## config.mk

```make
export PLATFORM = sky130hd
export DESIGN_NAME = b1_tlm_rx
export DESIGN_NICKNAME = d
export VERILOG_FILES = /design/src/rtl/b1_tlm_rx.sv
export SDC_FILE = /design/constraint.sdc
export NUM_CORES = 1
export LEC_CHECK = 0
export ABC_AREA = 0
export ABC_CLOCK_PERIOD_IN_PS = 3090
export BUFFER_PORTS_ARGS = -buffer_cell sky130_fd_sc_hd__buf_2
export CAP_MARGIN = 20
export CORE_MARGIN = 2
export CORE_UTILIZATION = 30
export DETAILED_ROUTE_END_ITERATION = 10
export GPL_ROUTABILITY_DRIVEN = 0
export GPL_TIMING_DRIVEN = 0
export PLACE_DENSITY = 0.46
export SKIP_CTS_REPAIR_TIMING = 1
export SLEW_MARGIN = 15
export SYNTH_ARGS = -nofsm -noshare
export SYNTH_HDL_FRONTEND = slang
export SYNTH_SLANG_ARGS = --single-unit
```

## constraint.sdc

```tcl
create_clock -name rx_clk -period 3.09 [get_ports rx_clk]
set_input_delay 0.7725 -clock rx_clk [delete_from_list [all_inputs] [get_ports rx_clk]]
set_output_delay 0.7725 -clock rx_clk [all_outputs]
set_load 0.03 [all_outputs]
```

## src/rtl/b1_tlm_rx.sv

```systemverilog
// rtl/b1_tlm_rx.sv - B1 telemetry UART frame receiver (8N1 deserialiser, header hunt, checksum check)
// Optional inter-byte gap timeout is built when B1_TLM_RX_TIMEOUT_EN is defined.
module b1_tlm_rx #(
  parameter int          CLKS_PER_BIT = 868,
  parameter logic [7:0]  HDR0         = 8'hEB,
  parameter logic [7:0]  HDR1         = 8'h90,
  parameter int          TIMEOUT_BITS = 20
) (
  input  logic        rx_clk,
  input  logic        rx_rst_n,
  input  logic        rx_uart,
  output logic [7:0]  tx_byte,
  output logic        tx_byte_valid,
  output logic [7:0]  tx_chan,
  output logic [31:0] tx_car_nco,
  output logic [31:0] tx_prn_nco,
  output logic [11:0] tx_prn_phs,
  output logic [23:0] tx_bbP_real,
  output logic [23:0] tx_bbP_imag,
  output logic        tx_frame_valid,
  output logic        tx_csum_err,
  output logic        tx_fram_err,
  output logic [15:0] tx_frame_cnt
);

  localparam int            CW   = $clog2(CLKS_PER_BIT);
  localparam logic [CW-1:0] HALF = CW'(CLKS_PER_BIT / 2 - 1);
  localparam logic [CW-1:0] FULL = CW'(CLKS_PER_BIT - 1);

  typedef enum logic [1:0] {B_IDLE, B_START, B_DATA, B_STOP} bstate_t;
  typedef enum logic [2:0] {P_HUNT0, P_HUNT1, P_CHAN, P_PAYLOAD, P_CSUM} pstate_t;

  logic          sync1_q, sync2_q;
  bstate_t       bs_q, bs_d;
  logic [CW-1:0] bcnt_q, bcnt_d;
  logic [2:0]    bidx_q, bidx_d;
  logic [7:0]    shreg_q, shreg_d;
  logic          byte_done, stop_bad, tmo_fire;

  pstate_t       ps_q, ps_d;
  logic [7:0]    sum_q, sum_d;
  logic [3:0]    idx_q, idx_d;
  logic [127:0]  stage_q, stage_d;
  logic [7:0]    chan_q, chan_d;
  logic          frame_ok, csum_bad;

  logic [7:0]  tx_byte_q, tx_chan_q;
  logic        tx_byte_valid_q, tx_frame_valid_q, tx_csum_err_q, tx_fram_err_q;
  logic [31:0] tx_car_nco_q, tx_prn_nco_q;
  logic [11:0] tx_prn_phs_q;
  logic [23:0] tx_bbP_real_q, tx_bbP_imag_q;
  logic [15:0] tx_frame_cnt_q;

  always_comb begin
    bs_d      = bs_q;
    bcnt_d    = bcnt_q;
    bidx_d    = bidx_q;
    shreg_d   = shreg_q;
    byte_done = 1'b0;
    stop_bad  = 1'b0;
    unique case (bs_q)
      B_IDLE: begin
        bcnt_d = '0;
        if (!sync2_q) bs_d = B_START;
      end
      B_START: begin
        if (bcnt_q == HALF) begin
          bcnt_d = '0;
          bidx_d = 3'd0;
          bs_d   = sync2_q ? B_IDLE : B_DATA;
        end else begin
          bcnt_d = bcnt_q + 1'b1;
        end
      end
      B_DATA: begin
        if (bcnt_q == FULL) begin
          bcnt_d  = '0;
          shreg_d = {sync2_q, shreg_q[7:1]};
          bidx_d  = bidx_q + 3'd1;
          if (bidx_q == 3'd7) bs_d = B_STOP;
        end else begin
          bcnt_d = bcnt_q + 1'b1;
        end
      end
      B_STOP: begin
        // Leave at the stop-bit midpoint so a back-to-back start bit is caught.
        if (bcnt_q == FULL) begin
          bcnt_d    = '0;
          bs_d      = B_IDLE;
          byte_done = sync2_q;
          stop_bad  = !sync2_q;
        end else begin
          bcnt_d = bcnt_q + 1'b1;
        end
      end
      default: bs_d = B_IDLE;
    endcase
  end

  always_comb begin
    ps_d     = ps_q;
    sum_d    = sum_q;
    idx_d    = idx_q;
    stage_d  = stage_q;
    chan_d   = chan_q;
    frame_ok = 1'b0;
    csum_bad = 1'b0;
    if (stop_bad || tmo_fire) begin
      ps_d = P_HUNT0;
    end else if (tx_byte_valid_q) begin
      unique case (ps_q)
        P_HUNT0: if (tx_byte_q == HDR0) ps_d = P_HUNT1;
        P_HUNT1: begin
          if (tx_byte_q == HDR1)      ps_d = P_CHAN;
          else if (tx_byte_q == HDR0) ps_d = P_HUNT1;
          else                        ps_d = P_HUNT0;
        end
        P_CHAN: begin
          if (tx_byte_q == 8'h01 || tx_byte_q == 8'h02) begin
            ps_d   = P_PAYLOAD;
            sum_d  = tx_byte_q;
            idx_d  = 4'd0;
            chan_d = tx_byte_q;
          end else begin
            ps_d = P_HUNT0;
          end
        end
        P_PAYLOAD: begin
          stage_d = {stage_q[119:0], tx_byte_q};
          sum_d   = sum_q + tx_byte_q;
          idx_d   = idx_q + 4'd1;
          if (idx_q == 4'd15) ps_d = P_CSUM;
        end
        P_CSUM: begin
          frame_ok = (tx_byte_q == sum_q);
          csum_bad = (tx_byte_q != sum_q);
          ps_d     = P_HUNT0;
        end
        default: ps_d = P_HUNT0;
      endcase
    end
  end

`ifdef B1_TLM_RX_TIMEOUT_EN
  localparam logic [31:0] TMO_LIMIT = 32'(TIMEOUT_BITS * CLKS_PER_BIT);
  logic [31:0] gap_q;

  assign tmo_fire = (ps_q != P_HUNT0) && !tx_byte_valid_q && (gap_q == TMO_LIMIT - 32'd1);

  always_ff @(posedge rx_clk or negedge rx_rst_n) begin
    if (!rx_rst_n)                                          gap_q <= '0;
    else if (tx_byte_valid_q || ps_q == P_HUNT0 || tmo_fire) gap_q <= '0;
    else                                                    gap_q <= gap_q + 32'd1;
  end
`else
  assign tmo_fire = 1'b0;
`endif

  always_ff @(posedge rx_clk or negedge rx_rst_n) begin
    if (!rx_rst_n) begin
      sync1_q          <= 1'b1;
      sync2_q          <= 1'b1;
      bs_q             <= B_IDLE;
      bcnt_q           <= '0;
      bidx_q           <= '0;
      shreg_q          <= '0;
      ps_q             <= P_HUNT0;
      sum_q            <= '0;
      idx_q            <= '0;
      stage_q          <= '0;
      chan_q           <= '0;
      tx_byte_q        <= '0;
      tx_byte_valid_q  <= 1'b0;
      tx_chan_q        <= '0;
      tx_car_nco_q     <= '0;
      tx_prn_nco_q     <= '0;
      tx_prn_phs_q     <= '0;
      tx_bbP_real_q    <= '0;
      tx_bbP_imag_q    <= '0;
      tx_frame_valid_q <= 1'b0;
      tx_csum_err_q    <= 1'b0;
      tx_fram_err_q    <= 1'b0;
      tx_frame_cnt_q   <= '0;
    end else begin
      sync1_q          <= rx_uart;
      sync2_q          <= sync1_q;
      bs_q             <= bs_d;
      bcnt_q           <= bcnt_d;
      bidx_q           <= bidx_d;
      shreg_q          <= shreg_d;
      ps_q             <= ps_d;
      sum_q            <= sum_d;
      idx_q            <= idx_d;
      stage_q          <= stage_d;
      chan_q           <= chan_d;
      tx_byte_valid_q  <= byte_done;
      tx_frame_valid_q <= frame_ok;
      tx_csum_err_q    <= csum_bad;
      tx_fram_err_q    <= stop_bad | tmo_fire;
      if (byte_done) tx_byte_q <= shreg_q;
      if (frame_ok) begin
        tx_chan_q      <= chan_q;
        tx_car_nco_q   <= stage_q[127:96];
        tx_prn_nco_q   <= stage_q[95:64];
        tx_prn_phs_q   <= stage_q[59:48];
        tx_bbP_real_q  <= stage_q[47:24];
        tx_bbP_imag_q  <= stage_q[23:0];
        tx_frame_cnt_q <= tx_frame_cnt_q + 16'd1;
      end
    end
  end

  assign tx_byte        = tx_byte_q;
  assign tx_byte_valid  = tx_byte_valid_q;
  assign tx_chan        = tx_chan_q;
  assign tx_car_nco     = tx_car_nco_q;
  assign tx_prn_nco     = tx_prn_nco_q;
  assign tx_prn_phs     = tx_prn_phs_q;
  assign tx_bbP_real    = tx_bbP_real_q;
  assign tx_bbP_imag    = tx_bbP_imag_q;
  assign tx_frame_valid = tx_frame_valid_q;
  assign tx_csum_err    = tx_csum_err_q;
  assign tx_fram_err    = tx_fram_err_q;
  assign tx_frame_cnt   = tx_frame_cnt_q;

endmodule

```

; Yosys cells after proc, flatten, opt, wreduce, memory -nomap -nowiden
; Index checks and enable logic that the tools add are counted.
[word_totals]
regBits = 336
in_bits = 3
output_inout_bits = 160
wordCells = 104
[classes]
n_addsub = 5
eq_ne = 25
mux = 35
bitwise_logic = 1
reduce_logical = 15
[ops]
columns = op, n
row1 = 10-bit case mux with 3 select lines, 1
row2 = 10-bit 2-to-1 mux, 2
row3 = 3-bit 2-to-1 mux, 6
row4 = 16-bit by 1-bit adder with 16-bit output (second input constant), 1
row5 = 8-bit equality test (second input constant), 2
row6 = 2-bit 2-to-1 mux, 8
row7 = 8-bit case mux with 2 select lines, 1
row8 = 2-bit inequality test (second input constant), 6
row9 = 3-bit case mux with 4 select lines, 1
row10 = 1-bit 2-to-1 mux, 11
row11 = 10-bit by 1-bit adder with 10-bit output (second input constant), 1
row12 = 10-bit equality test (second input constant), 1
row13 = 10-bit by 9-bit equality test with 1-bit output (second input constant), 1
row14 = 3-bit AND reduction, 3
row15 = 8-bit adder, 1
row16 = 8-bit by 1-bit equality test with 1-bit output (second input constant), 1
row17 = 8-bit by 2-bit equality test with 1-bit output (second input constant), 1
row18 = 8-bit equality test, 1
row19 = 8-bit 2-to-1 mux, 1
row20 = 8-bit inequality test, 1
row21 = 2-bit case mux with 4 select lines, 1
row22 = 4-bit case mux with 2 select lines, 1
row23 = 4-bit AND reduction, 2
row24 = 3-bit by 2-bit equality test with 1-bit output (second input constant), 2
row25 = 19 further kinds, 24

; Longest topological paths before layout
[depth]
word_depth = 6
mapped_depth = 9
ltp_nobuf = 8

; Worst setup path after synthesis
; No wires, ideal clock.
[synth_path]
kind = register -> register
startpoint = register tx_byte_q[3] (netlist: tx_byte[3])
endpoint = register sum_q[7]
t_arrival_ps = 2518
required_ps = 2966
setup_slack_ps = 449
path_stages_with_launch = 7
synth_period_minus_slack_ps = 2641
path_cell_list = dfrtp_1 or4_4 or4b_4 or3_4 and2_4 buf_6 a211o_1
[synth_between]
elab_chain_cells = 4
elab_cells_between_ends = 7
classes_between = add/sub (1) / eq/ne (3) / mux (1) / reduce/logical (2)
[synth_lines]
columns = element, line
row1 = from (decl), 47  ; logic [7:0] tx_byte_q, tx_chan_q;
row2 = from (signal assigned), 200  ; if (byte_done) tx_byte_q <= shreg_q;
row3 = branches (longest 4 deep; another with 8-bit adder), -
row4 = to (signal assigned), 192  ; sum_q <= sum_d;
row5 = to (decl), 41  ; logic [7:0] sum_q, sum_d;
; Several ways; the timed one is not identified.
; A chain may end at the register's enable or synchronous reset.

; Worst setup path in the final report
[layout_path]
startpoint = register bcnt_q[0]
endpoint = register stage_q[6]
[layout_between]
elab_chain_cells = 5
[layout_lines]
columns = element, line
row1 = from (decl), 35  ; logic [CW-1:0] bcnt_q, bcnt_d;
row2 = from (signal assigned), 188  ; bcnt_q <= bcnt_d;
row3 = 10-bit equality test, 87  ; if (bcnt_q == FULL) begin
row4 = 1-bit 2-to-1 mux, 87
row5 = 1-bit 2-to-1 mux, 61  ; unique case (bs_q)
row6 = named net stop_bad, 38  ; logic byte_done, stop_bad, tmo_fire;
row7 = 1-bit NOT (no line), -
row8 = 3-bit AND reduction (no line), -
row9 = to (signal assigned), 194  ; stage_q <= stage_d;
row10 = to (decl), 43  ; logic [127:0] stage_q, stage_d;
; The timed path passes the listed nets, and every way through them passes these cells.

==> flow_metrics.env <==
export IMPL_start_kind="register"
export IMPL_grt_max_degree=100
export IMPL_cp_max_fo=10
export IMPL_hold_viol_final=0
export IMPL_fin_util_pct=37.2
export IMPL_area_growth_pct=22.9
export IMPL_critPathSlowestCell="clkbuf_1"
export IMPL_initial_core_util_pct=30.3
export IMPL_drtIter0Drc=683
export IMPL_netlist_top_cells_area="dfrtp_1, nand2_1, clkbuf_1"
export IMPL_avgViaCountPerCell=4.41
export IMPL_h_tree_depth=2
export IMPL_r2r_end="stage_q[6]"
export IMPL_route_detailed_drc=0
export IMPL_slew_viol_final=0
export IMPL_insertion_delay_ps=540
export IMPL_yosysWarnings=0
export IMPL_grt_overflow=0
export IMPL_fin_nets=1656
export IMPL_p_leak_nw=9.34
export IMPL_r2r_start="bcnt_q[0]"
export IMPL_grt_use_total_pct=15.5
export IMPL_cts_root_buf="clkbuf_16"
export IMPL_final_setup_tns_ps=0
export IMPL_cp_required_ps=3570
export IMPL_path_cells="ha_1 > nor4bb_1 > nand4_1 > buf_4 > inv_2 > nor3_4 > clkbuf_2 > clkbuf_1 > nand2_1 > nand2_1"
export IMPL_peakVddDrop_mv=0.253
export IMPL_slew_headroom_pct=47.9
export IMPL_syn_area_sq_um=13300
export IMPL_rrSetupSlack_ps=320
export IMPL_die_x_um=215
export IMPL_dp_hpwl_um=23900
export IMPL_clock_skew_ps=15.4
export IMPL_clkPwrFrac_pct=51.2
export IMPL_status="finished, final reports clean"
export IMPL_vias=9952
export IMPL_ant_nets=0
export IMPL_die_area_sq_um=46100
export IMPL_fp_dieH_um=215
export IMPL_switching_share_pct=20.8
export IMPL_placed_cell_area_sq_um=15000
export IMPL_combinationalPowerShare_pct=1.1
export IMPL_netlist_top_cell_by_area="dfrtp_1"
export IMPL_core_area_sq_um=44000
export IMPL_pwr_density_cell_nw_per_um2=564
export IMPL_tritoncts="built"
export IMPL_synth_top_area_share_pct=62.7
export IMPL_syn_num_nets=1448
export IMPL_synth_edff_count=0
export IMPL_instances_no_fill=2259
export IMPL_antenna_cells=0
export IMPL_portBuffers=162
export IMPL_min_path_type="in2async"
export IMPL_grt_pass1_vias=10100
export IMPL_finalSetupViolations=0
export IMPL_worst_pin_slew_ps=779
export IMPL_clock_sinks=336
export IMPL_synth_seq_cells=336
export IMPL_ys_types=51
export IMPL_max_freq_mhz=361
export IMPL_syn_mean_instance_area_sq_um=9.31
export IMPL_cp_arrival_ps=3250
export IMPL_r2r_cells=10
export IMPL_switchingPower_mw=1.92
export IMPL_cpMostUsedCell="nand2_1"
export IMPL_cts_buffer_depth=3
export IMPL_hold_slack_ps=146
export IMPL_drive_gt1_share_pct=17.2
export IMPL_rows=77
export IMPL_yosysSeqAreaShare_pct=63.1
export IMPL_async_flop_share_pct=100
export IMPL_period_needed_ps=2770
export IMPL_internal_power_mw=7.32
export IMPL_path_class="reg2reg"
export IMPL_pwr_share_seq_pct=47.7
export IMPL_dpl_cell_count=2189
export IMPL_wl_per_cell_um=15.4
export IMPL_routed_wl_um=34900
export IMPL_dr_pass1_iters=5
export IMPL_finalCritPeriodShare_pct=89.7
export IMPL_synthCells=1431
export IMPL_antenna_found_initial=0
export IMPL_grt_pass1_wl_um=57100
export IMPL_final_area_sq_um=16400
export IMPL_cts_buffers=40
export IMPL_rsz0062_at_grt="yes"
export IMPL_io_pins=163
export IMPL_slowest_delay_ps=520
export IMPL_cap_violations=0
export IMPL_yosys_most_used_dff="dfrtp_1"
export IMPL_end_kind="register"
export IMPL_clk_pin_slew_ps=60
-- layer usage --
metal  share of wire, %  vias up  global-route usage [%]  routed length, um
li1                   -     4928                       -                  -
met1                 49     4804                    22.3              17200
met2                 44      177                    23.5              15500
met3                4.3       43                    2.93               1500
met4                2.0        0                    5.28                689
met5                  0        -                       0                  0
-- cells in the final DEF (no fill, tap or decap), drive strengths merged, types with 2 or more instances in the layout --
| master | Yosys | final |
|---|---|---|
| and2 | 11 | 11 |
| or4 | 2 | 2 |
| nand2 | 800 | 800 |
| xor2 | 15 | 15 |
| dfrtp | 334 | 334 |
| clkbuf | 62 | 121 |
| mux2 | 20 | 20 |
| buf | 3 | 171 |
| clkinv | 1 | 6 |
| clkinvlp | 0 | 2 |
| dfstp | 2 | 2 |
| and3 | 4 | 4 |
| mux2i | 2 | 2 |
| a21o | 2 | 2 |
| inv | 9 | 9 |
| nor3 | 8 | 8 |
| nor3b | 2 | 2 |
| nand4b | 4 | 4 |
| ha | 13 | 13 |
| bufinv | 0 | 2 |
| nor2 | 32 | 32 |
| nor4 | 6 | 6 |
| xnor2 | 17 | 17 |
| nand4 | 11 | 11 |
| a21oi | 8 | 8 |
| or3 | 4 | 4 |
| nand3 | 18 | 18 |
| a2bb2oi | 2 | 2 |
| o21ai | 12 | 12 |
| o21a | 2 | 2 |
| a22o | 9 | 9 |
| nor2b | 2 | 2 |
-- worst max-delay path by stage --
stage / to / start / cells after the start / slack [ps]
2_1_floorplan: sum_q[7] / tx_byte[3] / 6 / 450
3_3_place_gp: tx_bbP_real[10] / rx_rst_n / 1 / -5600
3_5_place_dp: tx_bbP_imag[4] / bcnt_q[0] / 8 / -750
4_1_cts: tx_bbP_imag[2] / bcnt_q[0] / 8 / -790
5_1_grt: tx_bbP_real[4] / tx_byte[4] / 9 / -6
6_report: stage_q[6] / bcnt_q[0] / 10 / 320
-- critical path, delay by kind of cell, from the launching register on --
| kind | cells | cell delay (ps) |
|---|---|---|
| buffers and inverters | 4 | 1150 |
| AND/OR/NAND/NOR | 5 | 880 |
| flip-flops | 1 | 420 |
| adder cells (fa/ha/maj) | 1 | 260 |
-- synthesized netlist by cell type, types with 3 or more instances --
cell and number:
nor2_1 32, a21oi_1 8, inv_1 8, nand4b_1 4, a22o_2 4, a22o_1 5, o21ai_0 12, nand2_1 800
nand3_1 18, and3_1 4, ha_1 13, xor2_1 15, nor4_1 6, and2_1 10, or3_1 3, mux2_2 20
dfrtp_1 334, clkbuf_1 62, nand4_1 11, nor3_1 8, xnor2_1 17
-- power groups by stage --
| stage | Combinational, mW | Clock (mW) | Sequential (mW) |
|---|---|---|---|
| 6_report | 0.100 | 4.73 | 4.40 |
| 3_3_place_gp | 0.0949 | 0 | 4.49 |
| 4_1_cts | 0.110 | 4.90 | 4.40 |
| 3_5_place_dp | 0.110 | 0 | 4.48 |
| 5_1_grt | 0.121 | 5.09 | 4.40 |
| 2_1_floorplan | 0.00111 | 0 | 4.48 |
-- sequential cells by signal (all words and copies together), names as in the netlist, 3 cells and up, named ones only --
register,flops
tx_frame_cnt,16
sum_q,8
tx_prn_phs,12
idx_q,4
shreg_q,8
ps_q,3
tx_byte,8
tx_chan,8
stage_q,128
bidx_q,3
tx_car_nco,32
tx_bbP_imag,24
bcnt_q,10
tx_bbP_real,24
chan_q,8
tx_prn_nco,32
-- metrics by stage --
step	setup WS, ps	power [mW]
6_report	317	9.24
5_1_grt	-6.44	9.61
4_1_cts	-788	9.41
3_5_place_dp	-755	4.59
3_3_place_gp	-5600	4.58
2_1_floorplan	449	4.49
-- logic make-up (layout without fill, tap and decap cells) --
group / count (synthesis) / in the layout / share of synthesized area, %
DFF: 336 / 336 / 63.1
and+or+nand+nor: 910 / 910 / 27.2
adders and majority gates: 14 / 14 / 1.37
muxes: 22 / 22 / 1.84
buffers and inverters: 75 / 311 / 2.18
xor gates and xnor gates: 32 / 32 / 2.10
AOI/OAI and AO/OA: 42 / 42 / 2.20
-- area by class of cell --
type                            count  area (sq um)
Inverter                           10          37.5
Multi-Input combinational cell   1020          4650
Clock buffer                       61          1230
Fill cell                        4634         27700
Sequential cell                   336          8410
Tap cell                          592           741
Buffer                             64           274
Timing Repair Buffer              167           926
Clock inverter                      9           100
Power figures use the tool's default switching activity.
